==> config.mk <==
export PLATFORM = sky130hd
export DESIGN_NAME = stream_frame_mux
export DESIGN_NICKNAME = d
export VERILOG_FILES = /design/src/rtl/stream_pkg.sv /design/src/rtl/stream_fifo_fwft.sv /design/src/rtl/stream_frame_mux.sv
export SDC_FILE = /design/constraint.sdc
export NUM_CORES = 1
export LEC_CHECK = 0
export ABC_AREA = 1
export CAP_MARGIN = 20
export CELL_PAD_IN_SITES_DETAIL_PLACEMENT = 1
export CELL_PAD_IN_SITES_GLOBAL_PLACEMENT = 2
export CORE_ASPECT_RATIO = 2
export CORE_MARGIN = 2
export CORE_UTILIZATION = 30
export DETAILED_ROUTE_END_ITERATION = 6
export PLACE_DENSITY_LB_ADDON = 0.1
export SKIP_CTS_REPAIR_TIMING = 1
export SYNTH_ARGS = -nofsm -noshare
export SYNTH_HDL_FRONTEND = slang
export SYNTH_HIERARCHICAL = 1
export SYNTH_SLANG_ARGS = --single-unit
==> constraint.sdc <==
create_clock -name clk -period 3.7 [get_ports clk]
set_input_delay 0.74 -clock clk [delete_from_list [all_inputs] [get_ports clk]]
set_output_delay 0.74 -clock clk [all_outputs]
set_load 0.01 [all_outputs]
==> src/rtl/stream_pkg.sv <==
// stream_pkg
// Shared types and helpers for the stream_frame_mux block.
//   state_e       : frame sequencer states (idle / run / drain)
//   sel_width()   : channel-select width, max(1, $clog2(num_ch))
//   entry_flags_t : per-pixel framing flags stored alongside each FIFO entry
package stream_pkg;

    typedef enum logic [1:0] {
        StIdle,
        StRun,
        StDrain
    } state_e;

    function automatic int unsigned sel_width(input int unsigned num_ch);
        return ($clog2(num_ch) < 1) ? 1 : $clog2(num_ch);
    endfunction

    typedef struct packed {
        logic line_end;
        logic frame_end;
    } entry_flags_t;

    localparam int unsigned EntryFlagW = $bits(entry_flags_t);

endpackage

==> src/rtl/stream_fifo_fwft.sv <==
// stream_fifo_fwft
// First-word-fall-through FIFO: the head entry is visible on rdata_o whenever
// empty_o is low. Push while full and pop while empty are ignored.
// Ports:
//   clk_i, rst_i      : clock, synchronous active-high reset
//   push_i, wdata_i   : write request and data
//   pop_i             : consume head entry
//   rdata_o           : head entry
//   full_o, empty_o   : occupancy flags
//   count_o           : number of stored entries (0..DEPTH)
module stream_fifo_fwft #(
    parameter int unsigned WIDTH = 10,
    parameter int unsigned DEPTH = 8
) (
    input  logic                     clk_i,
    input  logic                     rst_i,
    input  logic                     push_i,
    input  logic [WIDTH-1:0]         wdata_i,
    input  logic                     pop_i,
    output logic [WIDTH-1:0]         rdata_o,
    output logic                     full_o,
    output logic                     empty_o,
    output logic [$clog2(DEPTH):0]   count_o
);

    localparam int unsigned AddrW = $clog2(DEPTH);
    localparam int unsigned CntW  = AddrW + 1;

    logic [WIDTH-1:0] mem_q [DEPTH];
    logic [AddrW-1:0] wr_ptr_q, rd_ptr_q;
    logic [CntW-1:0]  count_q;
    logic             do_push, do_pop;

    assign full_o  = (count_q == CntW'(DEPTH));
    assign empty_o = (count_q == '0);
    assign count_o = count_q;
    assign rdata_o = mem_q[rd_ptr_q];

    assign do_push = push_i && !full_o;
    assign do_pop  = pop_i && !empty_o;

    // Pointers are exactly AddrW bits wide, so they wrap modulo DEPTH.
    always_ff @(posedge clk_i) begin
        if (rst_i) begin
            wr_ptr_q <= '0;
            rd_ptr_q <= '0;
            count_q  <= '0;
        end else begin
            if (do_push) wr_ptr_q <= wr_ptr_q + AddrW'(1);
            if (do_pop)  rd_ptr_q <= rd_ptr_q + AddrW'(1);
            unique case ({do_push, do_pop})
                2'b10:   count_q <= count_q + CntW'(1);
                2'b01:   count_q <= count_q - CntW'(1);
                default: count_q <= count_q;
            endcase
        end
    end

    // Storage needs no reset; the head is only observed while non-empty.
    always_ff @(posedge clk_i) begin
        if (do_push) mem_q[wr_ptr_q] <= wdata_i;
    end

endmodule

==> src/rtl/stream_frame_mux.sv <==
// stream_frame_mux
// N-channel pixel-stream selector. A start pulse latches a channel and frame
// size; exactly one frame is then forwarded through an elastic FWFT FIFO.
// Channels only change between frames, so no torn frames reach the sink.
// Optional feature macro: STREAM_FRAME_MUX_PATTERN_EN (built-in x+y test pattern,
// chosen by patternMode at start). Without it patternMode is ignored.
// Ports:
//   clk, rst                : clock, synchronous active-high reset
//   start, chSel, xRes, yRes: frame request; xRes/yRes are width-1/height-1
//   patternMode             : test-pattern select, sampled on start
//   dIn, dInValid, nextDin  : per-channel input handshake
//   dOut, dOutValid, nextDout: output handshake
//   lineEnd, frameEnd       : framing flags qualifying dOut
//   busy                    : frame in progress (run or drain)
//   selErr                  : one-cycle pulse, the cycle after a start with
//                             out-of-range chSel is rejected
module stream_frame_mux
    import stream_pkg::*;
#(
    parameter int unsigned NUM_CH     = 4,
    parameter int unsigned DATA_W     = 8,
    parameter int unsigned FIFO_DEPTH = 8,
    parameter int unsigned RES_W      = 11
) (
    input  logic                        clk,
    input  logic                        rst,
    input  logic                        start,
    input  logic [sel_width(NUM_CH)-1:0] chSel,
    input  logic [RES_W-1:0]            xRes,
    input  logic [RES_W-1:0]            yRes,
    input  logic [NUM_CH*DATA_W-1:0]    dIn,
    input  logic [NUM_CH-1:0]           dInValid,
    output logic [NUM_CH-1:0]           nextDin,
    output logic [DATA_W-1:0]           dOut,
    output logic                        dOutValid,
    input  logic                        nextDout,
    output logic                        lineEnd,
    output logic                        frameEnd,
    output logic                        busy,
    output logic                        selErr,
    input  logic                        patternMode
);

    localparam int unsigned SelW = sel_width(NUM_CH);

    typedef struct packed {
        logic [DATA_W-1:0] data;
        entry_flags_t      flags;
    } entry_t;

    localparam int unsigned EntryW = $bits(entry_t);

    state_e            state_q, state_d;
    logic [SelW-1:0]   sel_q;
    logic [RES_W-1:0]  xres_q, yres_q, x_q, y_q;
    logic              sel_err_q;
    logic              pat_mode;

    logic              chsel_ok, start_ok;
    logic              req, push, src_valid;
    logic              x_end, last_pix;
    logic [DATA_W-1:0] push_data;
    entry_t            wr_entry, head;
    logic              fifo_full, fifo_empty;
    logic [$clog2(FIFO_DEPTH):0] unused_fifo_count;

    assign chsel_ok = (32'(chSel) < NUM_CH);
    assign start_ok = start && chsel_ok;

`ifdef STREAM_FRAME_MUX_PATTERN_EN
    logic pat_q;

    always_ff @(posedge clk) begin
        if (rst) begin
            pat_q <= 1'b0;
        end else if (state_q == StIdle && start_ok) begin
            pat_q <= patternMode;
        end
    end

    assign pat_mode = pat_q;
`else
    logic unused_pattern_mode;
    assign unused_pattern_mode = patternMode;
    assign pat_mode = 1'b0;
`endif

    // Source select: the latched channel, or the generated pattern.
    always_comb begin
        src_valid = dInValid[sel_q];
        push_data = dIn[sel_q*DATA_W +: DATA_W];
`ifdef STREAM_FRAME_MUX_PATTERN_EN
        if (pat_mode) begin
            src_valid = 1'b1;
            push_data = DATA_W'(32'(x_q) + 32'(y_q));
        end
`endif
    end

    // Request depends on registered state and count only, never on this
    // cycle's pop, to keep nextDin free of a combinational path from nextDout.
    assign req      = (state_q == StRun) && !fifo_full;
    assign push     = req && src_valid;
    assign x_end    = (x_q == xres_q);
    assign last_pix = x_end && (y_q == yres_q);

    always_comb begin
        nextDin = '0;
        if (req && !pat_mode) nextDin[sel_q] = 1'b1;
    end

    assign wr_entry.data            = push_data;
    assign wr_entry.flags.line_end  = x_end;
    assign wr_entry.flags.frame_end = last_pix;

    stream_fifo_fwft #(
        .WIDTH (EntryW),
        .DEPTH (FIFO_DEPTH)
    ) u_fifo (
        .clk_i   (clk),
        .rst_i   (rst),
        .push_i  (push),
        .wdata_i (wr_entry),
        .pop_i   (nextDout),
        .rdata_o (head),
        .full_o  (fifo_full),
        .empty_o (fifo_empty),
        .count_o (unused_fifo_count)
    );

    // State register.
    always_ff @(posedge clk) begin
        if (rst) state_q <= StIdle;
        else     state_q <= state_d;
    end

    // Next-state logic.
    always_comb begin
        state_d = state_q;
        unique case (state_q)
            StIdle:  if (start_ok) state_d = StRun;
            StRun:   if (push && last_pix) state_d = StDrain;
            StDrain: if (fifo_empty) state_d = StIdle;
            default: state_d = StIdle;
        endcase
    end

    // Outputs. Head fields are masked while empty so dOut reads 0 when idle.
    always_comb begin
        busy      = (state_q != StIdle);
        dOutValid = !fifo_empty;
        dOut      = fifo_empty ? '0 : head.data;
        lineEnd   = !fifo_empty && head.flags.line_end;
        frameEnd  = !fifo_empty && head.flags.frame_end;
        selErr    = sel_err_q;
    end

    // Frame parameters and raster counters.
    always_ff @(posedge clk) begin
        if (rst) begin
            sel_q     <= '0;
            xres_q    <= '0;
            yres_q    <= '0;
            x_q       <= '0;
            y_q       <= '0;
            sel_err_q <= 1'b0;
        end else begin
            sel_err_q <= (state_q == StIdle) && start && !chsel_ok;
            if (state_q == StIdle && start_ok) begin
                sel_q  <= chSel;
                xres_q <= xRes;
                yres_q <= yRes;
                x_q    <= '0;
                y_q    <= '0;
            end else if (push) begin
                if (x_end) begin
                    x_q <= '0;
                    y_q <= y_q + RES_W'(1);
                end else begin
                    x_q <= x_q + RES_W'(1);
                end
            end
        end
    end

endmodule
==> out/results.txt, run 1 <==
In this run the mean area of a mapped cell was 8.84 µm². The floorplan step set the die height to 214 µm. 0 antenna diodes ended up in the layout. The final layout contains 905 nets. The floorplan die width was 109 µm; the synthesized cell area was 0.00661 mm². Of the synthesized area, sequential elements account for 54.9%.

Total track usage: 17.0%. The final sum of negative setup slack came out at 0 ns. The number of design-rule violations left by the first detailed-router iteration came out at 163. The tools report the number of top-level design ports as 82. Counting the buffers created by CTS gives 17. The tools report the overall power consumption as 4.59 mW.

In this run the power density over the cells is 555 mW/mm². By area the synthesized netlist is led by edfxtp_1, dfxtp_1, nand2_1. The post-synthesis net count was 819; the clock sink count was 141. The clock latency of the later-clocked register in the worst-skew pair is 0.43 ns, and the number of max-slew violations in the final report is 0. The average wire length per cell after detail routing came out at 16.7 µm.

For the leakage dissipation, the log shows 3.06 nW. Counting the fill cells in the layout gives 2521. Static timing analysis puts the maximum clock frequency at 302 MHz. For the final global-route overflow total, the log shows 0. In the final layout, the multi-input gates occupy 0.00258 mm².

The number of warnings reported in the yosys synthesis log is 6, and the area of the placeable core is 0.0216 mm². The run gives 5312 as the total number of vias. TritonCTS built the clock tree. The run gives 0.00771 mm² as the post-placement cell area.

The synthesized design contains 80 enable-type register cells. The slowest stage cell on the critical path was clkdlybuf4s50_1. In the synthesized netlist the dominant register cell turns out to be edfxtp_1. For the number of hold-slack violations in the final timing report, the log shows 0. The share of Yosys cell area claimed by the top area cell type was 36.4%. The min-delay analysis places its worst path in the category reg2reg. The synthesized design contains 141 register bits. The data arrival time at the worst-slack endpoint was 2.57 ns. Once the floorplan was initialized, standard cells occupied 30.6% of the core. The depth of the CTS H-tree was 4; the endpoint required time on the critical path was 2.96 ns.

The first-pass GRT wire length is 29300 µm, and the via-per-instance ratio is 4.75. At the pin with the least slew margin, the transition time is 0.733 ns. The signal on the critical path passes through buf_4 > buf_4 > nor2_1 > nor2_1 > o21ai_1 > o21ai_1 > nand2_1 > nand2_1 > inv_1 > nor2_1 > clkdlybuf4s50_1. For the number of search-and-repair iterations in the first detailed-routing pass, the log shows 4. In this run the worst path has a maximum fanout of 28.

The tools report the sort of element at the end of the critical path as an output port. Relative to the synthesized area, the layout overhead comes to 25.1%. Count of buffer and inverter cells on the critical path: 4. The run gives 0.0233 mm² as the die area. After clock tree synthesis, the clock-pin slew on the worst setup and hold paths is 0.06 ns. The initial antenna violation count was 0; the number of max-cap violations was 0. The run finished with clean final reports. Via count of the first global-routing pass: 5663. The minimum clock period was 3.31 ns; the share of cells above drive strength 1 was 8.16%.

Clock skew on the completed layout was measured at 0.00816 ns. For this run, design rule violations remaining after detail routing come to 0. The final weighted congestion in routability-driven placement is 0.753, and the worst-case headroom to the max-slew limit is 50.8%. The worst setup path is launched from a register. The cell count after synthesis came out at 747. The maximum buffer depth of the clock tree came out at 2.

After detailed routing, the total wire length is 18700 µm. Summed over all nets, the half-perimeter wirelength after detailed placement is 14000 µm. After floorplanning, the core was divided into 76 placement rows.

In this design, the critical path's most frequently occurring cell is nor2_1. The worst-case IR drop observed on VDD is 0.291 mV. Buffers placed on the I/O ports in this run total 79.

Setup repair after global routing left no endpoint under its margin. After routing the design area is 0.00826 mm². The fraction of registers with async set or reset after synthesis is 0%, and the biggest cell delay along the critical path is 0.55 ns. Entering global routing, the biggest net connects 41 pins. For the number of antenna-violating nets in the routed design, the log shows 0. Registers take 0.00362 mm². The most area-hungry cell type in the Yosys netlist was edfxtp_1. The worst setup path is of the reg2out kind. Of the available clock period, the critical path in the final layout requires 89.6%. The kind of cell with the highest combined delay along the critical path is buffers and inverters.

The logs give 0 for the number of failing setup endpoints in the final timing report and 33 for the number of distinct library cells after synthesis. CTS placed an instance of clkbuf_16 at the clock tree root.
==> final timing paths <==
check | cells after the start | start | slack [ns] | to
setup / recovery | 11 | register | 0.39 | dOut[1]
hold / removal | 2 | xres_q[0] | 0.48 | xres_q[0]
setup reg to reg | 15 | sel_q[0] | 0.99 | u_fifo/count_o[2]
hold reg to reg | 2 | xres_q[0] | 0.48 | xres_q[0]
==> report_power, final <==
group | total [mW] | internal, mW | leakage [nW] | switching, mW
Combinational | 1.19 | 0.472 | 1.57 | 0.716
Sequential | 1.81 | 1.75 | 1.23 | 0.0544
Clock | 1.59 | 0.921 | 0.261 | 0.669
Total | 4.59 | 3.15 | 3.06 | 1.44
==> layout by cell type (no fill, tap or decap), types with 4 or more instances in the layout <==
cell type,synthesis,routed
nand2_1,150,150
nor2_1,122,122
edfxtp_1,80,80
clkdlybuf4s50_1,0,79
dfxtp_1,61,61
inv_1,60,60
o21ai_0,49,49
a21oi_1,36,36
nand3_1,30,30
o21ai_1,21,21
xnor2_1,18,18
clkbuf_16,0,17
buf_4,8,16
xor2_1,13,13
nor3_1,11,11
a22oi_1,10,10
mux2i_1,10,10
o22ai_1,10,10
ha_1,7,7
nand2_2,6,6
inv_2,5,5
clkinv_4,0,5
nor3b_2,4,4
==> worst register-to-register path, stage by stage, from the launching register on <==
cell and delay (ns):
dfxtp_1 0.59, nand2_1 0.15, inv_2 0.22, nand2_1 0.10
nand2_2 0.10, nor2_4 0.06, nor2_8 0.08, nand2_2 0.14
ha_1 0.30, nor2_1 0.13, nor2_2 0.06, ha_1 0.17
a21oi_1 0.20, xnor2_1 0.10, o21ai_0 0.15, inv_1 0.05
==> sequential cells by signal, indices dropped and copies added, names as in the netlist, named ones only <==
register and cells:
yres_q 11, y_q 11, xres_q 11, u_fifo/count_o 4
u_fifo/rd_ptr_q 3, x_q 11, state_q 2, u_fifo/mem_q 80
u_fifo/wr_ptr_q 3, sel_q 2
==> metal layers <==
metal  track usage, %  part of all wire (%)
met4             6.15                   1.7
met2             34.2                    60
met3             3.95                   3.0
met1             15.9                    36
met5                0                     0
==> logic make-up (layout without fill, tap and decap cells) <==
kind of cell             count (synthesis)  in the layout  share of synthesized area (%)
flip-flops                             141            141                           54.9
AO/OA/AOI/OAI                          127            127                           10.3
buffers and inverters                   94            193                           6.00
other                                    1              1                         0.0568
XOR/XNOR                                31             31                           4.11
AND/OR/NAND/NOR                        336            336                           21.8
multiplexers                            10             10                           1.52
adder cells (fa/ha/maj)                  7              7                           1.33
==> Yosys cell counts, types with 7 or more instances <==
master / instances
clkbuf_1: 14
nand3_1: 30
mux2i_1: 10
nor3_1: 11
xor2_1: 13
ha_1: 7
nor2_1: 122
dfxtp_1: 61
buf_4: 8
a22oi_1: 10
edfxtp_1: 80
xnor2_1: 18
o21ai_0: 49
nand2_1: 150
inv_1: 60
a21oi_1: 36
o21ai_1: 21
o22ai_1: 10
==> through the flow <==
step / hold slack (ns) / util, % / setup WS [ns] / instances
2_1_floorplan: 0.443 / - / 1.30 / 747
3_3_place_gp: 0.454 / 35.7 / 0.796 / 1087
3_5_place_dp: 0.471 / 35.7 / 0.691 / 1087
4_1_cts: 0.479 / 38.3 / 0.339 / 1119
5_1_grt: 0.505 / 38.3 / 0.166 / 1119
6_report: 0.477 / 38.3 / 0.385 / 1119
==> cell type report <==
type,count,area share (%)
flip-flops and latches,141,43.9
repair buffers,95,11.0
well taps,273,4.14
inverters,66,3.00
multi-input cells,512,31.3
clock inverters,14,1.48
clock buffers,18,5.20
Note: power is estimated with default switching activity, not from simulation.
==> inputs of run 2 (changes only) <==
--- a/config.mk
+++ b/config.mk
@@ -9,12 +9,12 @@
 export CAP_MARGIN = 20
 export CELL_PAD_IN_SITES_DETAIL_PLACEMENT = 1
 export CELL_PAD_IN_SITES_GLOBAL_PLACEMENT = 2
-export CORE_ASPECT_RATIO = 2
 export CORE_MARGIN = 2
 export CORE_UTILIZATION = 30
 export DETAILED_ROUTE_END_ITERATION = 6
 export PLACE_DENSITY_LB_ADDON = 0.1
 export SKIP_CTS_REPAIR_TIMING = 1
+export SLEW_MARGIN = 10
 export SYNTH_ARGS = -nofsm -noshare
 export SYNTH_HDL_FRONTEND = slang
 export SYNTH_HIERARCHICAL = 1
==> out/results.txt, run 2 (synthesis results as in run 1) <==
The tools report the data arrival time at the worst-slack endpoint as 2.41 ns. The slowest stage cell on the critical path is clkdlybuf4s50_1. By startpoint and endpoint, the worst setup path is classified as reg2out. For the overall power consumption, the log shows 4.74 mW. Leaving out fill and tap cells, the most frequent cells in the layout are nand2_1, nor2_1, edfxtp_1, clkdlybuf4s50_1, dfxtp_1. The clock edge transition at the registers on the reported setup and hold paths came out at 0.06 ns. Setup repair after global routing left no endpoint under its margin.

Setup slack on the worst reg-to-reg path comes out at 1.04 ns. The share of cells above drive strength 1 is 8.27%, and the clock share of power is 36.6%. Before antenna repair, the detailed router went through 4 iterations. The floorplan has 54 rows.

The biggest cell delay along the critical path is 0.55 ns. Broken down by cell family, the worst path's largest delay share belongs to buffers and inverters. CTS placed an instance of clkbuf_16 at the clock tree root. At the worst endpoint, the required time is 2.96 ns.

Setup violations remaining at the end of the flow were counted as 0. The register with the most flip-flops in the layout has 80 of them. The tools report the first-pass GRT wire length as 30900 µm. The tools report the reg-to-reg endpoint as u_fifo/count_o[2]. For this block, the initial DRC count from the detailed router was 195. The tools report the source of the worst register-to-register timing path as sel_q[0]. The clock drives 141 sinks. The tools report the via count of the first global-routing pass as 5676. The most common cell after layout, fill and taps aside was nand2_1. Measured in cells, the most critical reg-to-reg path has a length of 15. The number of antenna diodes in the final layout is 0. Based on the critical path, the design can be clocked at up to 317 MHz. In this run the power density over the cells is 570 mW/mm².

The run finished with clean final reports. Along the worst path, the maximum fanout reaches 30. The final layout contains routed wiring with a total length of 19300 µm.

For the maximum VDD drop, the log shows 0.303 mV. The wire-length estimate of the detail-placed layout is 13400 µm. Dividing the detail-routed wire length by the instance count gives 17.1 µm. Counting the buffers created by CTS gives 17.

Leakage dissipation: 3.08 nW. The tools report the number of top-level design ports as 82. For the maximum buffer depth of the clock tree, the log shows 2. The logs give 25.1% for the combinational cell fraction of total power and 0.745 for the final weighted congestion in routability-driven placement.

The tools report the type of element launching the critical path as a register. The worst hold path terminates at xres_q[3]. The slew at the pin closest to its max-slew limit is 0.805 ns. The layout net count was 905. The number of max-slew violations in the final report came out at 0. Counting both buffers and inverters, the worst setup path holds a total of 3. The number of buffers added on ports came out at 79.

The tools report the net switching power as 1.45 mW. TritonCTS built the clock tree. The worst hold path begins at xres_q[3]. The area growth from synthesis to layout is 25.9%. Clock latency on the worst-skew pair, taken at its later pin, is 0.42 ns.

The routed layout has 5320 vias. The tool flagged a number of max-cap violations equal to 0. After detailed routing, the number of remaining DRC violations is 0. After routing, the total negative slack on setup checks comes to 0 ns.

Switching part of the total power: 30.7%. Share of the core filled with cells: 38.3%. Largest register by flop count: u_fifo/mem_q. The logs give 0 for the initial antenna violation count and 0.0109 ns for the clock skew after layout. The tools report the largest net degree at the start of global routing as 41. After layout, the worst path uses 85.2% of the clock period. The worst-case headroom to the max-slew limit came out at 46.0%. The via-per-instance ratio is 4.72. The critical path goes through inv_2 > nor2_1 > o22ai_1 > nand2_1 > nand2_1 > inv_1 > nor2_1 > clkdlybuf4s50_1. The die is 152 µm tall. The floorplan step set the die width to 152 µm. The total area inside the core boundary comes to 0.0217 mm². The initial core utilization was 30.5%; the die area was 0.0232 mm².

Register share of total power: 38.2%. Summed over all layers, the global routing overflow is 0. The minimum clock period was 3.15 ns; the depth of the CTS H-tree was 4. For the internal power consumption, the log shows 3.28 mW. The tools report the worst hold-check slack as 0.474 ns.

The path class of the tightest hold or removal check is reg2reg. The logs give 17.0% for the total track usage and 0 for the number of antenna-violating nets in the routed design. For the number of hold-slack violations in the final timing report, the log shows 0. The number of cells traversed by the worst hold path was 2.

The sort of element at the end of the critical path was an output port.
-- run 2: cell count changes in the layout (fill, tap and decap cells not counted) --
cell        delta
bufinv_16      +2
clkbuf_1       -1
clkinv_4       -2
clkinvlp_2     +1
clkinvlp_4     -1
inv_6          +1
-- run 2: per-stage QoR --
| stage | cell area (µm²) | instances | worst slack (ns) |
|---|---|---|---|
| 2_1_floorplan | 6610 | 747 | 1.30 |
| 3_3_place_gp | 7720 | 1094 | 0.917 |
| 3_5_place_dp | 7720 | 1094 | 0.820 |
| 4_1_cts | 8310 | 1126 | 0.471 |
| 5_1_grt | 8310 | 1126 | 0.303 |
| 6_report | 8310 | 1126 | 0.547 |
-- run 2: worst register-to-register path: stages, from the launching register on --
cell	delay [ns]
dfxtp_1	0.60
nand2_2	0.11
inv_2	0.31
nand2_2	0.09
nand2_2	0.09
nor2_4	0.05
nor2_8	0.07
nand2_2	0.13
ha_1	0.28
nor2_1	0.13
nor2_2	0.06
ha_1	0.17
a21oi_1	0.17
xnor2_1	0.09
o21ai_0	0.15
inv_1	0.05
-- run 2: cell type report --
| cell class | instances | area (µm²) |
|---|---|---|
| multi-input combinational | 512 | 2580 |
| inverter | 66 | 248 |
| timing repair buffer | 95 | 911 |
| fill | 2492 | 13400 |
| clock inverter | 15 | 171 |
| tap | 280 | 350 |
| sequential | 141 | 3620 |
| clock buffer | 17 | 425 |
-- run 2: worst max-delay path by stage --
stage	slack, ns	end	startpoint	cells past startpoint
after floorplan	1.30	u_fifo/count_o[2]	dInValid[3]	15
after global placement	0.92	u_fifo/count_o[2]	dInValid[3]	15
after detailed placement	0.82	u_fifo/count_o[2]	dInValid[3]	15
after CTS	0.47	lineEnd	register	8
after global routing	0.30	dOut[6]	register	8
final	0.55	lineEnd	register	8
-- run 2: power by group through the flow --
stage	clock network (mW)	registers, mW	logic, mW
after detailed placement	0	1.84	1.21
after global routing	1.84	1.82	1.34
after CTS	1.78	1.81	1.21
after global placement	0	1.84	1.17
after floorplan	0	1.83	0.746
final	1.74	1.81	1.19
-- run 2: per-layer routing --
layer / up-vias / share of wire [%] / wire (µm) / global-route usage (%)
met5: - / 0 / 0 / 0
met4: 0 / 1.4 / 276 / 5.70
met3: 16 / 3.2 / 619 / 3.24
met2: 85 / 51 / 9840 / 30.8
met1: 2576 / 44 / 8570 / 20.1
li1: 2643 / - / - / -
==> inputs of run 3 (changes only) <==
==> constraint.sdc (replaced) <==
create_clock -name clk -period 3.6 [get_ports clk]
set_input_delay 0.72 -clock clk [delete_from_list [all_inputs] [get_ports clk]]
set_output_delay 0.72 -clock clk [all_outputs]
set_load 0.01 [all_outputs]
==> out/results.txt, run 3 (synthesis results as in run 1) <==
With fillers left out, the area of the finished cells amounts to 0.00835 mm². The number of buffers added by the clock tree synthesis step is 17. The number of placement rows is 54. The via-per-instance ratio is 4.72. The routed layout has 5319 vias. Before antenna repair, the detailed router went through 4 iterations. The die is 152 µm wide. The final global-route overflow total was 0; the worst-case headroom to the max-slew limit was 46.3%. The worst setup path is captured at an output port.

In this run the deepest clock path goes through 2 buffers. The tool flagged a number of max-cap violations equal to 0. In this run the cell area measured after placement is 0.00772 mm². Post-placement worst setup slack: 0.790 ns. The via count of the first global-routing pass was 5740.

Peak fanout along the critical path: 30. The combinational cell fraction of total power is 24.8%. The flow ran to the end, and the final reports show no timing, DRC or antenna violations. The first-pass GRT wire length is 30800 µm, and the depth of the worst register-to-register path is 14.

The startpoint identified for the worst register-to-register timing path is sel_q[0]. After clock tree synthesis, the clock-pin slew on the worst setup and hold paths is 0.06 ns. Setup violations remaining at the end of the flow were counted as 0.

STA puts the critical path data required time at 2.88 ns. The post-route fraction of the period consumed by the critical path is 86.6%. In this run the remaining antenna-violating nets after routing total 0. Static timing analysis puts the maximum clock frequency at 321 MHz. Counting the fill cells in the layout gives 2496.

Buffers placed on the I/O ports in this run total 79. Number of flip-flops under the largest register name: 80. The largest register by flop count was u_fifo/mem_q. The average wire length per cell after detail routing is 17.1 µm. For this run, design rule violations remaining after detail routing come to 0. The switching part of the total power is 30.0%, and the detailed-route wire length is 19300 µm. Detailed placement ended at an HPWL of 13500 µm. The maximum VDD drop was 0.341 mV. In this run the static leakage power is 3.09 nW. The die covers 0.0232 mm².

The endpoint identified for the worst register-to-register timing path is u_fifo/count_o[2]. TritonCTS built the clock tree. Setup repair after global routing left no endpoint under its margin.

The number of hold-slack violations in the final timing report was 0. Initial core utilization: 30.5%. The clock skew after layout is 0.0112 ns.

The internal reg-to-reg setup slack came out at 0.98 ns. The share of total power dissipated in sequential elements is 37.8%. The clock sink count was 141; the slew at the pin closest to its max-slew limit was 0.799 ns.

The final sum of negative setup slack was 0 ns. For the share of the core filled with cells, the log shows 38.5%. The worst setup path is launched from a register. The later pin in the worst-skew pair is clocked with a latency of 0.42 ns. The critical path ends at lineEnd.

The tools report the number of design-rule violations left by the first detailed-router iteration as 202. The clock period could shrink to 3.12 ns. The worst-case setup margin in the final layout is 0.481 ns.

The tree is rooted in a clkbuf_16. The number of antenna diodes in the final layout is 0. The share of cells above drive strength 1 is 8.38%, and the net switching power is 1.48 mW. The path type of the worst min-delay path is reg2reg.

The area overhead of the layout relative to synthesis was 26.3%; the area of the placeable core was 0.0217 mm². The tools report the internal power consumption as 3.44 mW. The H-tree generated during clock tree synthesis spans 4 levels.

The share of total power dissipated in the clock network is 37.4%. The run gives 0 as the initial antenna violation count. On the final layout, the worst hold slack is 0.476 ns. The die is 152 µm tall. Entering global routing, the biggest net connects 41 pins. The number of top-level design ports came out at 82. The layout net count is 906. The run gives 0 as the number of max-slew violations in the final report. The top cell types in the final layout, fill and taps aside, are nand2_1, nor2_1, edfxtp_1, clkdlybuf4s50_1, dfxtp_1.

At the worst endpoint, the arrival time is 2.40 ns. Global routing used 17.1% of the available tracks. The power per cell area works out to 590 mW/mm².

The category of the most critical setup path is reg2out. For the final weighted congestion in routability-driven placement, the log shows 0.752. Leaving out fill and tap cells, the most frequent cell in the layout is nand2_1.
[run 3: cell count changes in the layout (fill, tap and decap cells not counted)]
cell / change
clkinv_2: -1
buf_4: +1
clkinvlp_4: +1
bufinv_16: +1
clkinv_4: -1
[run 3: layer usage]
metal | track usage (%) | part of all wire, % | up-vias
met5 | 0 | 0 | -
met3 | 3.41 | 2.8 | 22
li1 | - | - | 2644
met1 | 20.3 | 44 | 2574
met2 | 30.7 | 51 | 79
met4 | 5.70 | 1.7 | 0
[run 3: worst min path at each step]
| stage | start | to | slack (ns) | depth (start not counted) |
|---|---|---|---|---|
| global route | xres_q[6] | xres_q[6] | 0.51 | 2 |
| detailed placement | xres_q[6] | xres_q[6] | 0.47 | 2 |
| global placement | xres_q[3] | xres_q[3] | 0.46 | 2 |
| finish | xres_q[6] | xres_q[6] | 0.48 | 2 |
| floorplan | xres_q[4] | xres_q[4] | 0.44 | 2 |
| CTS | xres_q[6] | xres_q[6] | 0.48 | 2 |
[run 3: critical path: stages (launching register included)]
cell             delay (ns)
dfxtp_1                0.33
inv_2                  0.47
nor2_1                 0.08
o22ai_1                0.19
nand2_1                0.06
nand2_1                0.12
inv_1                  0.06
nor2_1                 0.09
clkdlybuf4s50_1        0.55
[run 3: power groups by stage]
stage          clock, mW  combinational [mW]  sequential (mW)
3_5_place_dp           0                1.24             1.90
5_1_grt             1.96                1.38             1.87
6_report            1.84                1.22             1.86
2_1_floorplan          0               0.766             1.88
4_1_cts             1.89                1.25             1.86
3_3_place_gp           0                1.21             1.89
[run 3: metrics by stage]
stage | std cells | power, mW
finish | 1127 | 4.92
global route | 1127 | 5.21
CTS | 1127 | 5.00
detailed placement | 1095 | 3.14
global placement | 1095 | 3.10
floorplan | 747 | 2.64
[run 3: final cells by class]
class	count	area (µm²)	area share, %
clock buffers	17	425	5.10
well taps	280	350	4.20
flip-flops and latches	141	3620	43.4
clock inverters	15	195	2.34
repair buffers	96	918	11.0
multi-input cells	512	2580	31.0
inverters	66	248	2.97
